==> src/rtl/mips_muldiv_unit_if.sv <==
// mips_muldiv_unit_if: EX-stage <-> mul/div unit handshake and HI/LO read-out
//   master (EX stage): drives start, op, a, b, flush; sees busy, done, hi, lo
//   slave  (unit)    : the reverse
interface mips_muldiv_unit_if #(parameter int XLEN = 32);
    logic            start;
    logic [2:0]      op;
    logic [XLEN-1:0] a;
    logic [XLEN-1:0] b;
    logic            flush;
    logic            busy;
    logic            done;
    logic [XLEN-1:0] hi;
    logic [XLEN-1:0] lo;
    modport master (output start, op, a, b, flush, input busy, done, hi, lo);
    modport slave (input start, op, a, b, flush, output busy, done, hi, lo);
endinterface

==> src/rtl/mips_muldiv_unit.sv <==
// mips_muldiv_unit: iterative MULT/MULTU/DIV/DIVU with architectural HI/LO
//   clk   : rising-edge clock
//   reset : asynchronous, active-low
//   bus   : slave side of mips_muldiv_unit_if
//           start/op/a/b/flush in; busy/done/hi/lo out
module mips_muldiv_unit #(
    parameter int XLEN = 32
) (
    input logic                clk,
    input logic                reset,
    mips_muldiv_unit_if.slave  bus
);
    localparam int CNT_W = $clog2(XLEN);
    typedef enum logic [1:0] {IDLE, MUL, DIV, FIX} state_t;
    state_t            state_q, state_d;
    logic [2*XLEN-1:0] acc_q, acc_d;
    logic [XLEN-1:0]   opnd_q, opnd_d, hi_q, hi_d, lo_q, lo_d;
    logic [CNT_W-1:0]  cnt_q, cnt_d;
    logic              neg_res_q, neg_res_d, neg_rem_q, neg_rem_d;
    logic              is_div_q, is_div_d, dz_q, dz_d, done_q, done_d;
    logic              accept, sgn;
    logic [XLEN-1:0]   mag_a, mag_b, quo, rem;
    logic [XLEN:0]     mul_sum, div_cand, div_diff;
    logic [2*XLEN-1:0] prod;
    // New ops are taken only when idle; a same-cycle flush squashes the start.
    assign accept   = bus.start && !bus.flush && state_q == IDLE;
    assign sgn      = bus.op == 3'd0 || bus.op == 3'd2;
    assign mag_a    = sgn && bus.a[XLEN-1] ? -bus.a : bus.a;
    assign mag_b    = sgn && bus.b[XLEN-1] ? -bus.b : bus.b;
    // Multiply: acc = {partial product, remaining multiplier bits}.
    assign mul_sum  = {1'b0, acc_q[2*XLEN-1:XLEN]} + ({(XLEN+1){acc_q[0]}} & {1'b0, opnd_q});
    // Divide: acc = {partial remainder, remaining dividend / quotient bits}.
    assign div_cand = acc_q[2*XLEN-1:XLEN-1];
    assign div_diff = div_cand - {1'b0, opnd_q};
    assign prod     = neg_res_q ? -acc_q : acc_q;
    // Zero divisor leaves the remainder equal to |a|, so only LO needs forcing.
    assign quo      = dz_q ? '1 : neg_res_q ? -acc_q[XLEN-1:0] : acc_q[XLEN-1:0];
    assign rem      = neg_rem_q ? -acc_q[2*XLEN-1:XLEN] : acc_q[2*XLEN-1:XLEN];
    always_ff @(posedge clk or negedge reset) begin
        if (!reset) state_q <= IDLE;
        else        state_q <= state_d;
    end
    always_comb begin
        state_d = state_q;
        if (state_q != IDLE && bus.flush) state_d = IDLE;
        else begin
            case (state_q)
                IDLE:     state_d = !accept ? IDLE : bus.op[2:1] == 2'b00 ? MUL : bus.op[2:1] == 2'b01 ? DIV : IDLE;
                MUL, DIV: state_d = cnt_q == '0 ? FIX : state_q;
                default:  state_d = IDLE;
            endcase
        end
    end
    always_comb begin
        bus.busy = state_q != IDLE;
        bus.done = done_q;
        bus.hi   = hi_q;
        bus.lo   = lo_q;
    end
    always_comb begin
        acc_d     = acc_q;
        opnd_d    = opnd_q;
        cnt_d     = cnt_q;
        neg_res_d = neg_res_q;
        neg_rem_d = neg_rem_q;
        is_div_d  = is_div_q;
        dz_d      = dz_q;
        hi_d      = hi_q;
        lo_d      = lo_q;
        done_d    = 1'b0;
        if (accept && !bus.op[2]) begin
            acc_d     = {{XLEN{1'b0}}, mag_a};
            opnd_d    = mag_b;
            cnt_d     = CNT_W'(XLEN - 1);
            neg_res_d = sgn && (bus.a[XLEN-1] ^ bus.b[XLEN-1]);
            neg_rem_d = sgn && bus.a[XLEN-1];
            is_div_d  = bus.op[1];
            dz_d      = bus.b == '0;
        end
        if (accept && bus.op == 3'd4) hi_d = bus.a;
        if (accept && bus.op == 3'd5) lo_d = bus.a;
        if (state_q == MUL) begin
            acc_d = {mul_sum, acc_q[XLEN-1:1]};
            cnt_d = cnt_q - 1'b1;
        end
        if (state_q == DIV) begin
            acc_d = {div_diff[XLEN] ? div_cand[XLEN-1:0] : div_diff[XLEN-1:0], acc_q[XLEN-2:0], !div_diff[XLEN]};
            cnt_d = cnt_q - 1'b1;
        end
        if (state_q == FIX && !bus.flush) begin
            {hi_d, lo_d} = is_div_q ? {rem, quo} : prod;
            done_d       = 1'b1;
        end
    end
    always_ff @(posedge clk or negedge reset) begin
        if (!reset) begin
            acc_q     <= '0;
            opnd_q    <= '0;
            cnt_q     <= '0;
            neg_res_q <= 1'b0;
            neg_rem_q <= 1'b0;
            is_div_q  <= 1'b0;
            dz_q      <= 1'b0;
            hi_q      <= '0;
            lo_q      <= '0;
            done_q    <= 1'b0;
        end else begin
            acc_q     <= acc_d;
            opnd_q    <= opnd_d;
            cnt_q     <= cnt_d;
            neg_res_q <= neg_res_d;
            neg_rem_q <= neg_rem_d;
            is_div_q  <= is_div_d;
            dz_q      <= dz_d;
            hi_q      <= hi_d;
            lo_q      <= lo_d;
            done_q    <= done_d;
        end
    end
endmodule

==> src/flat_wrapper.sv <==
// flat-port wrapper written by rule: the top's interface ports become plain ports
module mips_muldiv_unit_flat 
#(
    parameter int XLEN = 32
)
  (clk, reset, bus_start, bus_op, bus_a, bus_b, bus_flush, bus_busy, bus_done, bus_hi, bus_lo);
  mips_muldiv_unit_if #(.XLEN(XLEN)) bus_i ();
  input logic clk;
  input logic reset;
  input wire logic [$bits(bus_i.start)-1:0] bus_start;
  input wire logic [$bits(bus_i.op)-1:0] bus_op;
  input wire logic [$bits(bus_i.a)-1:0] bus_a;
  input wire logic [$bits(bus_i.b)-1:0] bus_b;
  input wire logic [$bits(bus_i.flush)-1:0] bus_flush;
  output wire logic [$bits(bus_i.busy)-1:0] bus_busy;
  output wire logic [$bits(bus_i.done)-1:0] bus_done;
  output wire logic [$bits(bus_i.hi)-1:0] bus_hi;
  output wire logic [$bits(bus_i.lo)-1:0] bus_lo;
  assign bus_i.start = bus_start;
  assign bus_i.op = bus_op;
  assign bus_i.a = bus_a;
  assign bus_i.b = bus_b;
  assign bus_i.flush = bus_flush;
  assign bus_busy = bus_i.busy;
  assign bus_done = bus_i.done;
  assign bus_hi = bus_i.hi;
  assign bus_lo = bus_i.lo;
  mips_muldiv_unit #(.XLEN(XLEN)) u_core (.clk(clk), .reset(reset), .bus(bus_i));
endmodule
==> config.mk <==
export PLATFORM = sky130hd
export DESIGN_NAME = mips_muldiv_unit_flat
export DESIGN_NICKNAME = d
export VERILOG_FILES = /design/src/rtl/mips_muldiv_unit_if.sv /design/src/rtl/mips_muldiv_unit.sv /design/src/flat_wrapper.sv
export SDC_FILE = /design/constraint.sdc
export NUM_CORES = 1
export LEC_CHECK = 0
export ABC_AREA = 0
export CAP_MARGIN = 20
export CORE_ASPECT_RATIO = 1.75
export CORE_MARGIN = 4
export CORE_UTILIZATION = 59
export CTS_CLUSTER_DIAMETER = 150
export DETAILED_ROUTE_END_ITERATION = 6
export DONT_BUFFER_PORTS = 1
export PLACE_DENSITY = 0.9
export SYNTH_ARGS = -nofsm -noshare
export SYNTH_HDL_FRONTEND = slang
export SYNTH_SLANG_ARGS = --single-unit
export TNS_END_PERCENT = 30
==> constraint.sdc <==
create_clock -name clk -period 3.61 [get_ports clk]
set_clock_uncertainty 0.15 [all_clocks]
set_input_delay 0.722 -clock clk [delete_from_list [all_inputs] [get_ports clk]]
set_output_delay 0.722 -clock clk [all_outputs]
set_load 0.02 [all_outputs]
==> key figures, run 1 <==
STA
  • Unrepaired setup endpoints after global routing: yes
  • Setup Viol. Count Final: 0
  • Worst hold slack: -0.1933 ns
  • Slew @ Worst Pin: 1.052 ns
  • Fin. Hold Viols: 172
  • Slew headroom: ~30%
  • Tcrit/Tclk final: 98.43%
  • Pins Over Slew Limit: 0
  • Setup TNS: 0 ns
  • Final min period: 3.553 ns
  • F_max: 281.4 MHz
  • Setup ws final: 0.05661 ns

GRT
  • First-pass GRT wire length: 74140 µm
  • Total track usage: 33.74%
  • Initial antenna violation count: 0
  • Largest net degree at the start of global routing: around 170
  • Total congestion overflow: 0
  • Vias in the first global route: approximately 15000

Critical path
  • Startpoint Class: register
  • Arrival time at the worst endpoint: ~3.7 ns
  • Crit path required time: 3.80 ns
  • Max FO, Critical Path: 5
  • Crit end category: register
  • Worst R2R Path Depth: 12
  • Critical path class: register to register
  • FF-to-FF End: u_core.acc_q[63]
  • Worst r2r src: u_core.acc_q[32]
  • Reg2Reg Setup Slack: 0.06 ns

Place
  • Dpl hpwl: 34970 µm
  • Placed inst area: 15540 µm²
  • Final Wtd Congestion: 1.012
  • Place WS: -0.1260 ns
  • I/O Buffers: 0

Synthesis
  • Top post-synthesis cells by area: dfrtp_1 (30%), ha_1 (6.5%), nand2_1 (6.5%)
  • Largest area contributor in the netlist: dfrtp_1
  • Post-synthesis mux area share: ~3.5%
  • Async set or reset register ratio after synthesis: 100.0%
  • Main combinational cell family by area after synthesis: compound AO/OA/AOI/OAI gates
  • XOR/XNOR Fraction of Synth Area: 10.54%
  • Synth Area per Inst: 7.865 µm²
  • Post-synth EDFFs: 0
  • Yosys warnings: 0
  • Yosys cell types: 75
  • Seq/Total Area, Yosys: 29.94%
  • Seq cells post-synth: 172
  • Syn Nets: 1976
  • Mapped Cells: approximately 1800
  • Simple-Gate Fraction of Synth Area: 19.11%
  • Synthesized cell area: around 14000 µm²
  • Main flop type after synthesis: dfrtp_1
  • Top-area cell type share of the netlist area: 29.94%
  • Post-Synth Adder-Cell Area: under 10%
  • Complex-gate fraction of the synthesized area: 25.20%

Power and ir drop
  • Total Power: 17940 µW
  • Maximum vdd drop: 0.0004890 V
  • Static leakage: 0.007142 µW
  • Pwr dens: 1092 nW/µm²

Clock tree
  • Root Buffer Master: clkbuf_16
  • CTS Sinks: 172
  • Clk slew on worst S/H paths: 0.07 ns
  • Clock buffer depth: 2
  • Clock Latency Late Sink: 0.46 ns
  • TritonCTS clock tree: yes
  • H-tree depth: 4
  • CTS buffer count: 17

Floorplan
  • Die height: 214.5 µm
  • Initial core utilization: 59.85%
  • Io pins: between 100 and 150
  • Core ar.: between 20000 and 25000 µm²
  • Die area: 27030 µm²
  • Row count: 75
  • Die W: 126.0 µm

Route
  • DRC: 10
  • Drt pass-1 iters: 7
  • Via-per-instance ratio: 6.652
  • Drt wl/cell: 21.38 µm
  • Vias: 14780
  • 1st-iter DRT viols: about 1700
  • Remaining antenna violation count after routing: 0
  • Final wirelength: ~47000 µm

Layout
  • Commonest non-fill, non-tap cell in the layout: nand2_1
  • Post-layout net count: 2049
  • Most frequent cells in the layout: nand2_1 (248), dfrtp_1 (169), nor2_1 (154)
  • Design Area, Final: 16430 µm²
  • Area delta synth->final: 14.31%
  • Ant. Diodes: 0
  • # fillers: 1890
  • Fraction of layout cells with a size suffix above 1: 13.02%

Run status
  • Status: complete, but fails checks
  • Failing checks: design-rule violations, negative hold slack

Min path
  • Worst hold path class: input pin to async pin

Flow run
  • Max-capacitance violation count: 0
[report_power, final]
group	total, µW	internal, µW	switching [µW]	leakage, µW
Clock	1840	992	846	0.000267
Combinational	11800	5110	6700	0.00478
Sequential	4290	2870	1420	0.00209
Total	17900	8970	8970	0.00714
[synth_stat cells (all sizes together) (33+ instances only)]
master / number
xor2: 84
nor2: 157
xnor2: 89
o21ai: 166
nand2: 249
ha: 75
a32oi: 33
clkbuf: 82
dfrtp: 172
inv: 89
a21o: 33
a21oi: 144
nor3: 36
mux2i: 43
[registers in the layout, indices dropped and copies added (netlist names)]
name and flops:
u_core.neg_rem_q 1, u_core.cnt_q 5, u_core.neg_res_q 1, u_core.opnd_q 32
u_core.acc_q 64, u_core.bus.lo 32, u_core.dz_q 1, u_core.bus.hi 32
u_core.state_q 2, u_core.is_div_q 1, u_core.bus.done 1
[worst max-delay path: stages (launching register included)]
cell	delay, ns
dfrtp_2	0.46
ha_1	0.29
nor2b_1	0.15
o31a_1	0.25
o21ai_0	0.26
buf_4	0.18
a31oi_1	0.17
o21ai_1	0.25
a31oi_1	0.22
a211o_1	0.40
or3b_2	0.45
nand4b_1	0.12
nand3_1	0.08
[through the flow]
stage          util (%)  std cells
2_1_floorplan         -       1828
3_3_place_gp      64.70       2182
3_5_place_dp      64.70       2182
4_1_cts           67.20       2213
5_1_grt           68.41       2221
6_report          68.41       2221
[cell type report]
cell class / count / area, µm² / share of cell area, %
multi-input cells: 1470 / 9652 / 58.73
repair buffers: 150 / 1184 / 7.202
inverters: 90 / 337.8 / 2.056
well taps: 308 / 385.4 / 2.345
flip-flops and latches: 172 / 4308 / 26.21
clock buffers: 20 / 456.7 / 2.779
clock inverters: 11 / 111.4 / 0.6776
[worst max path at each step]
stage / from / endpoint / slack (ns) / depth (start not counted)
after detailed placement: u_core.opnd_q[1] / u_core.acc_q[62] / -0.13 / 15
after floorplan: u_core.acc_q[0] / u_core.acc_q[62] / 0.06 / 14
after global placement: u_core.opnd_q[1] / u_core.acc_q[54] / -0.03 / 16
after global routing: u_core.acc_q[48] / u_core.bus.hi[30] / -0.03 / 10
final: u_core.acc_q[32] / u_core.acc_q[63] / 0.06 / 12
after CTS: u_core.acc_q[0] / u_core.acc_q[60] / 0.005 / 15
[cells by family (layout without fill, tap and decap cells)]
| group | after synthesis | in the layout |
|---|---|---|
| fa+ha+maj | 77 | 77 |
| xor+xnor | 173 | 173 |
| compound gates | 568 | 568 |
| flops | 172 | 172 |
| mux | 50 | 50 |
| buf+inv | 186 | 271 |
| simple gates | 602 | 602 |
[timing repair]
item / in CTS / in global routing
hold endpoints to repair: 172 / 172
endpoints found under the setup margin: 15 / 18
pin swaps: 1 / 20
gates resized for setup: 9 / 52
setup buffers: 0 / 8
[per-layer routing]
layer / GRT usage, % / part of all wire [%]
met3: 5.733 / 7.8
met5: 0 / 0
met4: 26.09 / 8.1
met1: 35.81 / 34
met2: 58.48 / 50
Power figures use the tool's default switching activity.
==> run 2, diff against run 1 <==
--- a/config.mk
+++ b/config.mk
@@ -7,7 +7,6 @@
 export LEC_CHECK = 0
 export ABC_AREA = 0
 export CAP_MARGIN = 20
-export CORE_ASPECT_RATIO = 1.75
 export CORE_MARGIN = 4
 export CORE_UTILIZATION = 59
 export CTS_CLUSTER_DIAMETER = 150
==> run 2 against run 1 <==
The flow finishes with violations (negative hold slack). Largest power group unchanged. Critical endpoint is now u_core.acc_q[43]. Sequential share of layout area rose by 0.63 points. Largest cell class unchanged. Maximum frequency rose by 0.16%. Critical path type unchanged. Via count fell by 1.9%.
==> key figures, run 2 (synthesized netlist as in run 1, its figures left out) <==
Clock tree
  • TritonCTS clock tree: yes
  • CTS Sinks: 172
  • H-tree depth: 4
  • Clk slew on worst S/H paths: approximately 0.080 ns
  • CTS buffer count: 17
  • Clock Latency Late Sink: 0.44 ns
  • Root Buffer Master: clkbuf_16
  • Clock buffer depth: 2

STA
  • Worst hold slack: -0.1840 ns
  • F_max: 281.9 MHz
  • Pins Over Slew Limit: 0
  • Unrepaired setup endpoints after global routing: yes
  • Slew @ Worst Pin: 1.102 ns
  • Tcrit/Tclk final: 98.27%
  • Setup ws final: ~0.062 ns
  • Setup Viol. Count Final: 0
  • Setup TNS: 0 ns
  • Fin. Hold Viols: about 170
  • Slew headroom: 26.55%
  • Final min period: 3.548 ns

Critical path
  • CP bufs+invs: 3
  • Slowest-stage cell, CP: dfrtp_1
  • Arrival time at the worst endpoint: 3.70 ns
  • Largest delay share family, worst path: compound AO/OA/AOI/OAI gates
  • Worst path max stage delay: 0.35 ns
  • Max FO, Critical Path: 9
  • Startpoint Class: register
  • Crit end category: register
  • Crit path required time: 3.77 ns
  • CP Cell Sequence: inv_1 -> ha_1 -> fa_2 -> nand2b_4 -> a21oi_4 -> o22ai_4 -> o221ai_4 -> nand3_2 -> a21oi_4 -> xor2_4 -> buf_12 -> mux2_2 -> a222oi_1 -> inv_1
  • Critical path class: register to register

Flow run
  • Max-capacitance violation count: 0

Route
  • Final wirelength: approximately 45000 µm
  • 1st-iter DRT viols: around 1700
  • Vias: 14500
  • Remaining antenna violation count after routing: 0
  • Via-per-instance ratio: roughly 6.6
  • Drt pass-1 iters: 6
  • DRC: 0
  • Drt wl/cell: 20.73 µm

Layout
  • Design Area, Final: 16040 µm²
  • Max reg flops: 64
  • Fraction of layout cells with a size suffix above 1: between 10% and 20%
  • # fillers: 1847
  • Post-layout net count: 2005
  • Ant. Diodes: 0
  • Reg with most FFs: u_core.acc_q
  • Fin cells: 2189
  • Commonest non-fill, non-tap cell in the layout: nand2_1
  • Most frequent cells in the layout: nand2_1 (248), dfrtp_1 (171), nor2_1 (155)
  • Area delta synth->final: 11.57%

Floorplan
  • Core ar.: ~24000 µm²
  • Die W: 164.1 µm
  • Die height: 164.1 µm
  • Initial core utilization: 60.53%
  • Row count: 56
  • Io pins: 137
  • Die area: 26930 µm²

GRT
  • Total track usage: between 30 and 40%
  • First-pass GRT wire length: 70730 µm
  • Initial antenna violation count: 0
  • Largest net degree at the start of global routing: 173
  • Vias in the first global route: 13910
  • Total congestion overflow: 0

Run status
  • Status: complete, but fails checks
  • Failing checks: negative hold slack

Power and ir drop
  • Sw Ratio: 50.73%
  • Static leakage: 0.006963 µW
  • Maximum vdd drop: 0.0005386 V
  • Flop pwr share: 24.6%
  • Clk network pwr share: 10.9%
  • Pwr dens: 1092 nW/µm²
  • Gate power share: 64.5%
  • Switch Pwr: 8884 µW
  • Internal: 8629 µW

Place
  • Place WS: -0.1890 ns
  • Placed Cells: between 2000 and 2500
  • I/O Buffers: 0
  • Placed inst area: 15170 µm²
  • Dpl hpwl: 32760 µm
  • Final Wtd Congestion: 0.9901

Min path
  • Worst hold path class: input pin to async pin
==> run 2: changes by cell type in the layout (fill, tap and decap cells not counted), sizes merged <==
cell      before  now
buf          149  105
clkinv         3    7
clkinvlp       4    0
inv           93   97
clkbuf        21   19
bufinv         1    0
==> run 2: metal layers <==
| metal | vias up | GRT usage [%] | wire, µm |
|---|---|---|---|
| li1 | 6591 | - | - |
| met1 | 6785 | 42.79 | 17420 |
| met2 | 964 | 53.87 | 21220 |
| met3 | 158 | 5.696 | 5061 |
| met4 | 0 | 12.35 | 1677 |
| met5 | - | 0 | 0 |
==> run 2: power by group through the flow <==
stage / combinational (µW) / clock [µW] / sequential [µW]
after detailed placement: 10300 / 0 / 4280
after CTS: 10400 / 1920 / 4250
after floorplan: 7440 / 0 / 4030
final: 11300 / 1920 / 4300
after global placement: 9980 / 0 / 4220
after global routing: 12300 / 1990 / 4390
==> run 2: worst paths after layout <==
check | start | slack (ns) | to | cells after the start
worst min register to register | u_core.opnd_q[7] | 0.33 | u_core.opnd_q[7] | 2
worst max-delay path | u_core.acc_q[31] | 0.06 | u_core.acc_q[43] | 14
worst min-delay path | reset | -0.18 | u_core.bus.lo[7] | 0
min in group clk | bus_b[31] | 0.23 | u_core.dz_q | 1
worst max register to register | u_core.acc_q[31] | 0.06 | u_core.acc_q[43] | 14
max in group asynchronous | reset | 3.22 | u_core.acc_q[2] | 0
==> run 2: area by class of cell <==
class                   count  area [µm²]  share of cell area [%]
clock buffers              18       439.2                   2.738
clock inverters            14       167.7                   1.045
inverters                  90       337.8                   2.106
multi-input cells        1470        9553                   59.56
flip-flops and latches    172        4305                   26.84
well taps                 319       399.1                   2.488
repair buffers            106       838.3                   5.226
==> run 2: what timing repair did <==
item / in CTS / in global routing
cloned: 0 / 1
setup buffers: 1 / 10
endpoints found under the hold margin: 172 / 172
pin swaps: 0 / 7
gates resized for setup: 7 / 28
setup endpoints to repair: 21 / 37
==> run 2: metrics by stage <==
stage          utilization, %  total power [µW]
5_1_grt                 67.53             18650
2_1_floorplan               -             11470
3_3_place_gp            63.87             14210
3_5_place_dp            63.87             14560
4_1_cts                 66.57             16620
6_report                67.53             17510
